--- config.mk ---
export PLATFORM = sky130hd
export DESIGN_NAME = mem_access_unit
export DESIGN_NICKNAME = d
export VERILOG_FILES = /design/src/rtl/mem_access_unit.sv
export SDC_FILE = /design/constraint.sdc
export NUM_CORES = 1
export LEC_CHECK = 0
export CAP_MARGIN = 15
export CORE_AREA = 2 2 112 114
export CTS_BUF_LIST = sky130_fd_sc_hd__clkbuf_8
export CTS_CLUSTER_SIZE = 25
export DETAILED_ROUTE_END_ITERATION = 12
export DIE_AREA = 0 0 114 116
export GPL_ROUTABILITY_DRIVEN = 0
export PLACE_DENSITY = 0.81
export SYNTH_ARGS = -nofsm -noshare
export SYNTH_HDL_FRONTEND = slang
export SYNTH_SLANG_ARGS = --single-unit
--- constraint.sdc ---
create_clock -name clk -period 3 [get_ports clk]
set_clock_uncertainty 0.05 [all_clocks]
set_input_delay 0.6 -clock clk [delete_from_list [all_inputs] [get_ports clk]]
set_output_delay 0.6 -clock clk [all_outputs]
set_load 0.05 [all_outputs]
--- src/rtl/mem_access_unit.sv ---
// Load/store access unit in front of data port B of the instruction/data block RAM.
// Takes one request at a time, drives address, lane-replicated write data and byte enables, and returns aligned load data.
module mem_access_unit #(
  parameter int MEM_AW = 18
) (
  input  logic        clk,
  input  logic        rst,
  input  logic        req_valid,
  output logic        req_ready,
  input  logic        req_we,
  input  logic [1:0]  req_size,
  input  logic        req_signed,
  input  logic [31:0] req_addr,
  input  logic [31:0] req_wdata,
  output logic        resp_valid,
  input  logic        resp_ready,
  output logic [31:0] resp_rdata,
  output logic        resp_err,
  output logic [31:0] mem_data_addr,
  output logic [31:0] mem_data_input,
  output logic [3:0]  mem_data_wea,
  input  logic [31:0] mem_data_output,
  output logic [1:0]  dbg_state
);

  // Handshakes: a request transfers on a rising edge where req_valid && req_ready;
  // a response transfers where resp_valid && resp_ready. Once valid is raised, the
  // payload is held stable until the transfer edge. req_ready is high only in IDLE.

  typedef enum logic [1:0] {
    IDLE   = 2'd0,
    ACCESS = 2'd1,
    WAIT   = 2'd2,
    RESP   = 2'd3
  } state_t;

  state_t      state_q, state_d;
  logic [1:0]  size_q, size_d;
  logic        signed_q, signed_d;
  logic [1:0]  offset_q, offset_d;
  logic        we_q, we_d;

  logic        req_ready_d;
  logic        resp_valid_d;
  logic [31:0] resp_rdata_d;
  logic        resp_err_d;
  logic [31:0] mem_addr_d;
  logic [31:0] mem_input_d;
  logic [3:0]  mem_wea_d;

  logic        accept;
  logic        req_bad;
  logic [31:0] wdata_rep;
  logic [3:0]  wea_pat;
  logic [31:0] rd_shifted;
  logic [31:0] rd_fmt;

  assign dbg_state = state_q;
  assign accept    = req_valid & req_ready;

  always_comb begin
    req_bad = 1'b0;
    if (req_size == 2'b11) req_bad = 1'b1;
    if (req_size == 2'b01 && req_addr[0]) req_bad = 1'b1;
    if (req_size == 2'b10 && req_addr[1:0] != 2'b00) req_bad = 1'b1;
    if ((req_addr >> MEM_AW) != 32'd0) req_bad = 1'b1;
  end

  // Replicating the store data into every lane lets the byte enable alone pick the target bytes.
  always_comb begin
    wdata_rep = req_wdata;
    wea_pat   = 4'b1111;
    case (req_size)
      2'b00: begin
        wdata_rep = {4{req_wdata[7:0]}};
        wea_pat   = 4'b0001 << req_addr[1:0];
      end
      2'b01: begin
        wdata_rep = {2{req_wdata[15:0]}};
        wea_pat   = 4'b0011 << req_addr[1:0];
      end
      default: begin
        wdata_rep = req_wdata;
        wea_pat   = 4'b1111;
      end
    endcase
  end

  always_comb begin
    rd_shifted = mem_data_output >> {offset_q, 3'b000};
    rd_fmt     = rd_shifted;
    case (size_q)
      2'b00:   rd_fmt = signed_q ? {{24{rd_shifted[7]}}, rd_shifted[7:0]}
                                 : {24'h000000, rd_shifted[7:0]};
      2'b01:   rd_fmt = signed_q ? {{16{rd_shifted[15]}}, rd_shifted[15:0]}
                                 : {16'h0000, rd_shifted[15:0]};
      default: rd_fmt = rd_shifted;
    endcase
  end

  always_comb begin
    state_d      = state_q;
    size_d       = size_q;
    signed_d     = signed_q;
    offset_d     = offset_q;
    we_d         = we_q;
    req_ready_d  = req_ready;
    resp_valid_d = resp_valid;
    resp_rdata_d = resp_rdata;
    resp_err_d   = resp_err;
    mem_addr_d   = mem_data_addr;
    mem_input_d  = mem_data_input;
    mem_wea_d    = 4'b0000;

    case (state_q)
      IDLE: begin
        if (accept) begin
          size_d       = req_size;
          signed_d     = req_signed;
          offset_d     = req_addr[1:0];
          we_d         = req_we;
          req_ready_d  = 1'b0;
          resp_rdata_d = 32'h0;
          if (req_bad) begin
            // Rejected requests skip memory entirely so nothing out of range is ever presented.
            state_d      = RESP;
            resp_valid_d = 1'b1;
            resp_err_d   = 1'b1;
          end else begin
            state_d    = ACCESS;
            resp_err_d = 1'b0;
            mem_addr_d = req_addr;
            if (req_we) begin
              mem_input_d = wdata_rep;
              mem_wea_d   = wea_pat;
            end
          end
        end
      end
      ACCESS: begin
        if (we_q) begin
          state_d      = RESP;
          resp_valid_d = 1'b1;
        end else begin
          state_d = WAIT;
        end
      end
      WAIT: begin
        // The RAM registered the address at the end of ACCESS, so its output is valid here.
        state_d      = RESP;
        resp_valid_d = 1'b1;
        resp_rdata_d = rd_fmt;
      end
      RESP: begin
        if (resp_ready) begin
          state_d      = IDLE;
          resp_valid_d = 1'b0;
          req_ready_d  = 1'b1;
        end
      end
      default: begin
        state_d = IDLE;
      end
    endcase
  end

  always_ff @(posedge clk or negedge rst) begin
    if (!rst) begin
      state_q        <= IDLE;
      size_q         <= 2'b00;
      signed_q       <= 1'b0;
      offset_q       <= 2'b00;
      we_q           <= 1'b0;
      req_ready      <= 1'b1;
      resp_valid     <= 1'b0;
      resp_rdata     <= 32'h0;
      resp_err       <= 1'b0;
      mem_data_addr  <= 32'h0;
      mem_data_input <= 32'h0;
      mem_data_wea   <= 4'b0000;
    end else begin
      state_q        <= state_d;
      size_q         <= size_d;
      signed_q       <= signed_d;
      offset_q       <= offset_d;
      we_q           <= we_d;
      req_ready      <= req_ready_d;
      resp_valid     <= resp_valid_d;
      resp_rdata     <= resp_rdata_d;
      resp_err       <= resp_err_d;
      mem_data_addr  <= mem_addr_d;
      mem_data_input <= mem_input_d;
      mem_data_wea   <= mem_wea_d;
    end
  end

  a_wea_only_in_access: assert property (@(posedge clk) disable iff (!rst)
    (mem_data_wea != 4'b0000) |-> (state_q == ACCESS));

  a_ready_only_in_idle: assert property (@(posedge clk) disable iff (!rst)
    req_ready == (state_q == IDLE));

  a_resp_held: assert property (@(posedge clk) disable iff (!rst)
    (resp_valid && !resp_ready) |=> (resp_valid && $stable(resp_rdata) && $stable(resp_err)));

endmodule

==> flow_metrics.tcl, run 1 <==
set metrics [dict create \
    yosys_most_used_dff "dfrtp_1" \
    dp_hpwl_mm 11.2 \
    max_stage_delay_ps 920 \
    clockRootBuffer "clkbuf_8" \
    hold_ws_ps 443 \
    cell_internal_pwr_uw 3100 \
    setup_viol_count_final 0 \
    power.density_nw_per_um2 685 \
    grt_util_met1 0.295 \
    postRouteAntennaNets 0 \
    clkPwrFrac 0.172 \
    grt_pass1_wl_mm 23.7 \
    leakage_uw 0.00347 \
    synth_seq_area_share 0.525 \
    insertion_delay_ps 380 \
    rsz0062_at_grt "no" \
    run_status "complete, no violations" \
    end_kind "flip-flop" \
    crit_start "dbg_state[0]" \
    worst_path_max_delay_cell "nor3_1" \
    tritoncts "built" \
    swShare 0.419 \
    dr.pass1.iters 4 \
    num_rows 40 \
    min_period_over_period 0.885 \
    antenna_found_initial 0 \
    netlist_instances 437 \
    initialDrtViolationCount 263 \
    vias 4295 \
    core_region_area_um2 11900 \
    postSynthNetCount 546 \
    async_flop_share 1.00 \
    cts.clk_slew.worst_paths_ps 100 \
    final_hold_viol_count 0 \
    relSlewSlack 0.286 \
    finalCoreUtilization 0.655 \
    gr-usage-all-layers 0.231 \
    pwr-share-seq 0.365 \
    power_frac_comb 0.463 \
    fin_setup_tns_ps 0 \
    layout_commonest_cell "clkdlybuf4s50_1" \
    hold_path_startpoint "resp_rdata[3]" \
    die-area_um2 13200 \
    avgRoutedWirePerCell_um 18.7 \
    die_h_um 116 \
    hold_class "flip-flop to flip-flop" \
    ys_seq_elements 111 \
    startpoint_type "flip-flop" \
    avgSynthCellArea_um2 12.1 \
    drive_above_1_share 0.181 \
    critPathKind "flip-flop to flip-flop" \
    grt_remaining_overflow 0 \
    cts-htree-levels 3 \
    antenna_cells 0 \
    cts-buffers-inserted 9 \
    ir_worst_vdd_mv 0.250 \
    portBuffers 208 \
    p_switching_uw 2240 \
    syn_to_final_growth_pct 47.4 \
    start_util 0.445 \
    power.total_uw 5350 \
    max_cap_violations 0 \
    critPathMaxFanout 9 \
    clk_path_buf_depth 2 \
    fmax_mhz 377 \
    grt_max_degree 60 \
    num_io_pins 209 \
    use_met2 0.383 \
    met3_usage 0.0575 \
    ys_types 44 \
    yosysWarnings 0 \
    synth_edf_count 0 \
    slew_violations 0 \
    worstMarginPinSlew_ps 1060 \
    drcViolationCount 0 \
    grt-busiest-layer "met2" \
    arrival_ps 2930 \
    dieWidth_um 114 \
    layout.nets 758 \
    avgViaCountPerCell 5.37 \
    grt_pass1_vias 4488 \
    fin_crit_ps 2650 \
    syn_area_um2 5300 \
    routed_wl_mm 15.0 \
    critical_path_required_ps 3270 \
    postCtsSetupRepairBufs 0 \
    clock_sinks 111 \
    reg2reg_from "dbg_state[0]" \
    path_cells "inv_1 -> ha_1 -> a21bo_2 -> nand2_1 -> nor3_1 -> a221o_1" \
    layout_common_cells "clkdlybuf4s50_1, dfrtp_1, mux2_2" \
]
power by group through the flow:
| stage | sequential, µW | clock, µW | combinational, µW |
|---|---|---|---|
| 2_1_floorplan | 2580 | 0 | 977 |
| 3_3_place_gp | 1970 | 0 | 2410 |
| 3_5_place_dp | 1980 | 0 | 2470 |
| 4_1_cts | 1950 | 937 | 2480 |
| 5_1_grt | 1990 | 987 | 2650 |
| 6_report | 1950 | 920 | 2470 |
worst paths after layout:
path	slack [ps]	depth (start not counted)	endpoint
min reg2reg	440	2	resp_rdata[3]
max in group asynchronous	1560	3	req_ready
max	350	6	resp_rdata[28]
min in group asynchronous	540	2	resp_rdata[10]
max reg2reg	350	6	resp_rdata[28]
min	440	2	resp_rdata[3]
worst max-delay path: cells and delay by family, from the launching register on:
kind            cells  cell delay (ps)
buf+inv             1              120
simple gates        2             1140
flops               1              470
compound gates      2              550
fa+ha+maj           1              260
logic make-up (layout without fill, tap and decap cells):
logic type,after synthesis,in the layout,share of synthesized area
simple gates,101,101,0.0999
compound gates,85,85,0.108
fa+ha+maj,5,5,0.0118
xor+xnor,1,1,0.00165
mux,99,99,0.221
buf+inv,35,251,0.0324
flops,111,111,0.525
registers in the layout, summed over array words and instances, names as in the netlist:
signal,flops
we_q,1
resp_valid,1
signed_q,1
size_q,2
offset_q,2
mem_data_input,32
resp_rdata,32
req_ready,1
mem_data_wea,4
resp_err,1
mem_data_addr,32
dbg_state,2
cells in the mapped netlist, types with 2 or more instances:
cell type | count | area [µm²]
inv_1 | 8 | 30.0
mux2_1 | 6 | 67.6
nor4_1 | 3 | 18.8
a221o_1 | 16 | 160
or2_2 | 2 | 12.5
o21ai_0 | 35 | 175
nand2_1 | 46 | 173
buf_6 | 4 | 45.0
buf_2 | 5 | 25.0
buf_1 | 4 | 15.0
mux2i_1 | 23 | 230
clkbuf_1 | 13 | 48.8
dfrtp_1 | 110 | 2750
nor4_4 | 2 | 42.5
o21a_1 | 4 | 30.0
ha_1 | 5 | 62.6
mux2_4 | 20 | 300
nor2b_1 | 15 | 93.8
nand3_1 | 2 | 10.0
nor2_1 | 17 | 63.8
a21oi_1 | 20 | 100
nand3b_1 | 7 | 52.6
mux2_2 | 49 | 552
timing repair:
action / in CTS / in global routing
gates resized for setup: 0 / 0
hold buffers: 1 / 0
hold endpoints to repair: 13 / 0
final cells by class:
class	instances	area, µm²
clock buffers	9	124
clock inverters	6	71.3
fillers	909	4100
inverters	8	30.0
multi-input cells	291	2350
flip-flops and latches	111	2780
well taps	147	184
repair buffers	228	2270
through the flow:
stage | std cells | setup slack (ps) | instance area [µm²]
floorplan | 437 | 371 | 5300
global placement | 784 | 118 | 7600
detailed placement | 784 | 122 | 7600
CTS | 800 | 411 | 7810
global route | 800 | 159 | 7810
finish | 800 | 346 | 7810
routing by layer:
| layer | wire (µm) | share of wire |
|---|---|---|
| met3 | 1220 | 0.081 |
| met4 | 339 | 0.023 |
| met2 | 7250 | 0.48 |
| met1 | 6150 | 0.41 |
| met5 | 0 | 0 |
(Power assumes the default switching activity.)
==> run 2, diff against run 1 <==
- CORE_AREA: 2 2 112 114 -> 2 2 117 119
- DIE_AREA: 0 0 114 116 -> 0 0 119 121
- PLACE_DENSITY: 0.81 -> 0.78
- clock period: 3 -> 2.1 ns (I/O delays scaled with it)
==> run 2 against run 1 <==
Net effect:
- utilization down 0.79 points
- global-route usage is 1.4 points lower
- cell count grew 7.6%
- design area is 8.5% higher
- routed wire length grew 7.0%
- via count increased by 4.3%
- non-clock buffer count grew 31
- die area up 8.9%
- worst hold slack gained 4.0 ps
- sequential power is 41% higher
- critical endpoint is now mem_data_input[15]
==> flow_metrics.tcl, run 2 (same netlist as run 1, synthesis figures left out) <==
set metrics [dict create \
    die_h_um 121 \
    clkPwrFrac 0.167 \
    antenna_found_initial 0 \
    num_io_pins 209 \
    portBuffers 208 \
    end_kind "flip-flop" \
    reg2reg_from "dbg_state[1]" \
    avgRoutedWirePerCell_um 18.6 \
    vias 4481 \
    startpoint_type "flip-flop" \
    core_region_area_um2 13100 \
    power.total_uw 7830 \
    cts-htree-levels 3 \
    grt_remaining_overflow 0 \
    routed_wl_mm 16.0 \
    min_path_cells 2 \
    ir_worst_vdd_mv 0.407 \
    power.density_nw_per_um2 924 \
    clock_sinks 111 \
    cell_internal_pwr_uw 4500 \
    avgViaCountPerCell 5.20 \
    cts.clk_slew.worst_paths_ps 110 \
    r2r_slack_ps 30 \
    layout_common_cells "clkdlybuf4s50_1, dfrtp_1, nand2_1" \
    hold_class "flip-flop to flip-flop" \
    clk_path_buf_depth 2 \
    min_period_over_period 0.987 \
    dr.pass1.iters 4 \
    slew_violations 0 \
    critPathKind "flip-flop to flip-flop" \
    pwr-share-seq 0.350 \
    worstRegToRegCells 8 \
    leakage_uw 0.00430 \
    critical_path_required_ps 2320 \
    pre_cts_ws_ps -566 \
    die-area_um2 14400 \
    grt_pass1_vias 4687 \
    worstMarginPinSlew_ps 720 \
    drcViolationCount 0 \
    top_regs "mem_data_addr x32, mem_data_input x32, resp_rdata x32" \
    dieWidth_um 119 \
    hold_ws_ps 447 \
    fin_crit_ps 2070 \
    relSlewSlack 0.519 \
    insertion_delay_ps 380 \
    crit_start "dbg_state[1]" \
    arrival_ps 2300 \
    tritoncts "built" \
    hold_path_startpoint "resp_rdata[5]" \
    fmax_mhz 482 \
    fillerInstances 988 \
    critPathMaxFanout 5 \
    finalCoreUtilization 0.648 \
    grt_max_degree 43 \
    max_cap_violations 0 \
    setup_ws_ps 27.3 \
    layout.nets 789 \
    gr-usage-all-layers 0.216 \
    start_util 0.405 \
    power_frac_comb 0.484 \
    rsz0062_at_grt "yes" \
    run_status "complete, no violations" \
    p_switching_uw 3330 \
    antenna_cells 0 \
    cts-buffers-inserted 9 \
    syn_to_final_growth_pct 60.0 \
    swShare 0.425 \
    drive_above_1_share 0.250 \
    grt_pass1_wl_mm 24.3 \
    num_rows 42 \
    dp_hpwl_mm 11.3 \
    initialDrtViolationCount 184 \
    postRouteAntennaNets 0 \
    setup_viol_count_final 0 \
    layout_commonest_cell "clkdlybuf4s50_1" \
    clockRootBuffer "clkbuf_8" \
    final_hold_viol_count 0 \
]
run 2: cell count changes in the layout (fill, tap and decap cells not counted), moves of 3 or more:
cell,change
mux2_2,-6
mux2_1,-6
clkbuf_16,+6
buf_6,+4
buf_4,+20
buf_12,+3
mux2_4,+12
dlygate4sd2_1,+6
clkdlybuf4s50_1,-46
dlymetal6s2s_1,+36
run 2: stage by stage:
step           TNS [ps]  cell area (µm²)  instances
4_1_cts               0             8140        850
6_report              0             8470        861
2_1_floorplan     -8500             5380        437
3_5_place_dp     -35660             7830        827
3_3_place_gp     -33470             7830        827
5_1_grt            -389             8470        861
run 2: path summary, 6_finish.rpt:
check | endpoint
max | mem_data_input[15]
min | resp_rdata[5]
max reg2reg | mem_data_input[15]
min reg2reg | resp_rdata[5]
max in group asynchronous | mem_data_addr[23]
min in group asynchronous | mem_data_addr[29]
run 2: layout make-up:
type | count | area, µm² | area share
Clock buffer | 9 | 124 | 0.0146
Multi-Input combinational cell | 291 | 2460 | 0.290
Clock inverter | 7 | 81.3 | 0.00960
Tap cell | 176 | 220 | 0.0260
Timing Repair Buffer | 259 | 2770 | 0.327
Inverter | 8 | 32.5 | 0.00384
Sequential cell | 111 | 2780 | 0.328
run 2: critical path: stages, from the launching register on:
cell	delay (ps)
dfrtp_2	440
inv_4	80
ha_4	140
and3_4	200
nand2_4	60
nor4_4	340
buf_6	210
clkbuf_16	160
mux2_4	290
run 2: power by group through the flow:
stage               clock network (µW)  registers, µW  logic [µW]
floorplan                            0           3690        1440
global placement                     0           2760        3680
detailed placement                   0           2780        3760
CTS                               1350           2740        3770
global route                      1420           2780        4080
finish                            1300           2740        3780
run 2: per-layer routing:
layer / wire [µm] / track usage / up-vias
met3: 1140 / 0.0503 / 23
met5: 0 / 0 / -
li1: - / - / 2048
met1: 6500 / 0.264 / 2202
met2: 8000 / 0.372 / 208
met4: 368 / 0.0841 / 0
run 2: timing repair:
action,in CTS,in global routing
pin swaps,5,6
buffers inserted,4,5
gates cloned,2,6
endpoints found under the hold margin,28,0
hold buffers,1,0
setup endpoints to repair,54,103
gates resized for setup,12,49
==> RTL edit (settings of run 2) <==
Take the reset off `mem_data_addr` and load it in a clocked block of its own.
--- a/src/rtl/mem_access_unit.sv
+++ b/src/rtl/mem_access_unit.sv
@@ -176,5 +176,4 @@
       resp_rdata     <= 32'h0;
       resp_err       <= 1'b0;
-      mem_data_addr  <= 32'h0;
       mem_data_input <= 32'h0;
       mem_data_wea   <= 4'b0000;
@@ -189,5 +188,4 @@
       resp_rdata     <= resp_rdata_d;
       resp_err       <= resp_err_d;
-      mem_data_addr  <= mem_addr_d;
       mem_data_input <= mem_input_d;
       mem_data_wea   <= mem_wea_d;
@@ -195,4 +193,8 @@
   end
 
+  always_ff @(posedge clk) begin
+    mem_data_addr <= mem_addr_d;
+  end
+
   a_wea_only_in_access: assert property (@(posedge clk) disable iff (!rst)
     (mem_data_wea != 4'b0000) |-> (state_q == ACCESS));
Behaviour: not the same (Yosys sat finds a counterexample within 4 cycles, from zero or initial values and one cycle with rst low).
==> RTL edit against run 2 <==
Area after synthesis fell by 3.1%. Design area fell by 4.1%. Wire length fell by 9.3%. Sequential power rose by 3%. Worst setup slack improved by 6.4 ps. Sequential cell count did not move. Synthesized cell count fell by 8.2%. Fmax rose by 0.31%. Register-to-register slack improved by 80 ps. Count of clock-buffer cells in the layout did not move. Power barely moved.
==> RTL edit: results (changes against run 2) <==
maximum vdd ir drop=0.425 mV (+4.4%); largest net degree at the start of global routing=40 (-7.0%); Post-Synth Adder-Cell Area=0.0122 (+0.000377); Area after DPL=0.00772 mm2 (-1.4%); mux contribution to synthesized area=0.189 (-0.0324); DR pass1 iterations=5 (+1); list of most frequent post-synthesis cells=dfrtp_1, nand2_1, o21ai_0; WL/cell=17.6 um (-5.6%); xor/xnor share of the synthesized area=0.00171 (+0.0000528); Tightest Hold Check Type=in -> reg; worst hold margin=212 ps (-235 ps); Worst R2R Setup Slack=110 ps (+80 ps); top cells by area in the synthesized netlist=dfrtp_1, edfxtp_1, mux2_2; sequential area share after synthesis=0.573 (+0.0480); worst r2r src=req_ready$_DFFE_PN1P_; outcome=complete, no violations; sw power=3.24 mW (-2.6%); Max-slew headroom=0.574 (+0.0554); layout cell share with drive strength beyond 1=0.217 (-0.0330); Total GRT Usage=0.201 (-0.0150); reg2reg path depth=7 (-1); asr flop ratio synth=0.712 (-0.288); vias in the first global route=4489 (-4.2%); Post-Place Cells=796 (-3.7%); fillcell total=1014 (+2.6%); maximum clock rate=484 MHz (+0.31%); Crit-path slowest cell=or4_4; WL final=14500 um (-9.3%); HPWL Detailed=10600 um (-6.8%)
-- RTL edit: worst min-delay path by stage --
stage | startpoint | end | cells past startpoint
floorplan | rst | dbg_state[0]$_DFFE_PN0P_ | 0
global placement | rst | resp_rdata[3]$_DFFE_PN0P_ | 1
detailed placement | rst | resp_rdata[4]$_DFFE_PN0P_ | 1
CTS | req_addr[29] | mem_data_addr[29]$_DFFE_PP_ | 1
global route | req_addr[19] | mem_data_addr[19]$_DFFE_PP_ | 1
finish | req_addr[19] | mem_data_addr[19]$_DFFE_PP_ | 1
-- RTL edit: power by group through the flow --
stage | clock [mW] | sequential, mW | combinational [mW]
floorplan | 0 | 3.79 | 1.44
global placement | 0 | 2.85 | 3.70
detailed placement | 0 | 2.87 | 3.79
CTS | 1.18 | 2.83 | 3.85
global route | 1.26 | 2.88 | 4.13
finish | 1.14 | 2.83 | 3.86
-- RTL edit: layout make-up --
type                       instances  area [um2]  area share
clock buffer                       9         124      0.0152
clock inverter                     7        40.0     0.00493
inverter                           8        32.5     0.00400
multi-input combinational        259        2160       0.266
sequential                       111        2940       0.362
tap                              176         220      0.0271
timing repair buffer             257        2610       0.321
-- RTL edit: worst register-to-register path, stage by stage (launching register included) --
cell	delay, ps
dfstp_2	620
and3_4	230
nand2_4	60
nor4_4	230
buf_6	190
buf_12	110
buf_16	110
mux2_4	290
-- RTL edit: logic make-up after synthesis --
group / after synthesis
mux: 81
buf+inv: 31
flops: 111
compound gates: 85
simple gates: 87
fa+ha+maj: 5
xor+xnor: 1
-- RTL edit: layer usage --
layer | part of all wire | up-vias | track usage
met4 | 0.021 | 0 | 0.0915
met5 | 0 | - | 0
li1 | - | 1960 | -
met3 | 0.055 | 20 | 0.0376
met1 | 0.41 | 2080 | 0.243
met2 | 0.51 | 156 | 0.351
-- RTL edit: what timing repair did --
action,CTS,global route
setup endpoints to repair,41,79
pin swaps,7,5
hold buffers,1,0
gates cloned,4,0
setup buffers,12,0
resized for setup,20,15
hold endpoints to repair,26,0
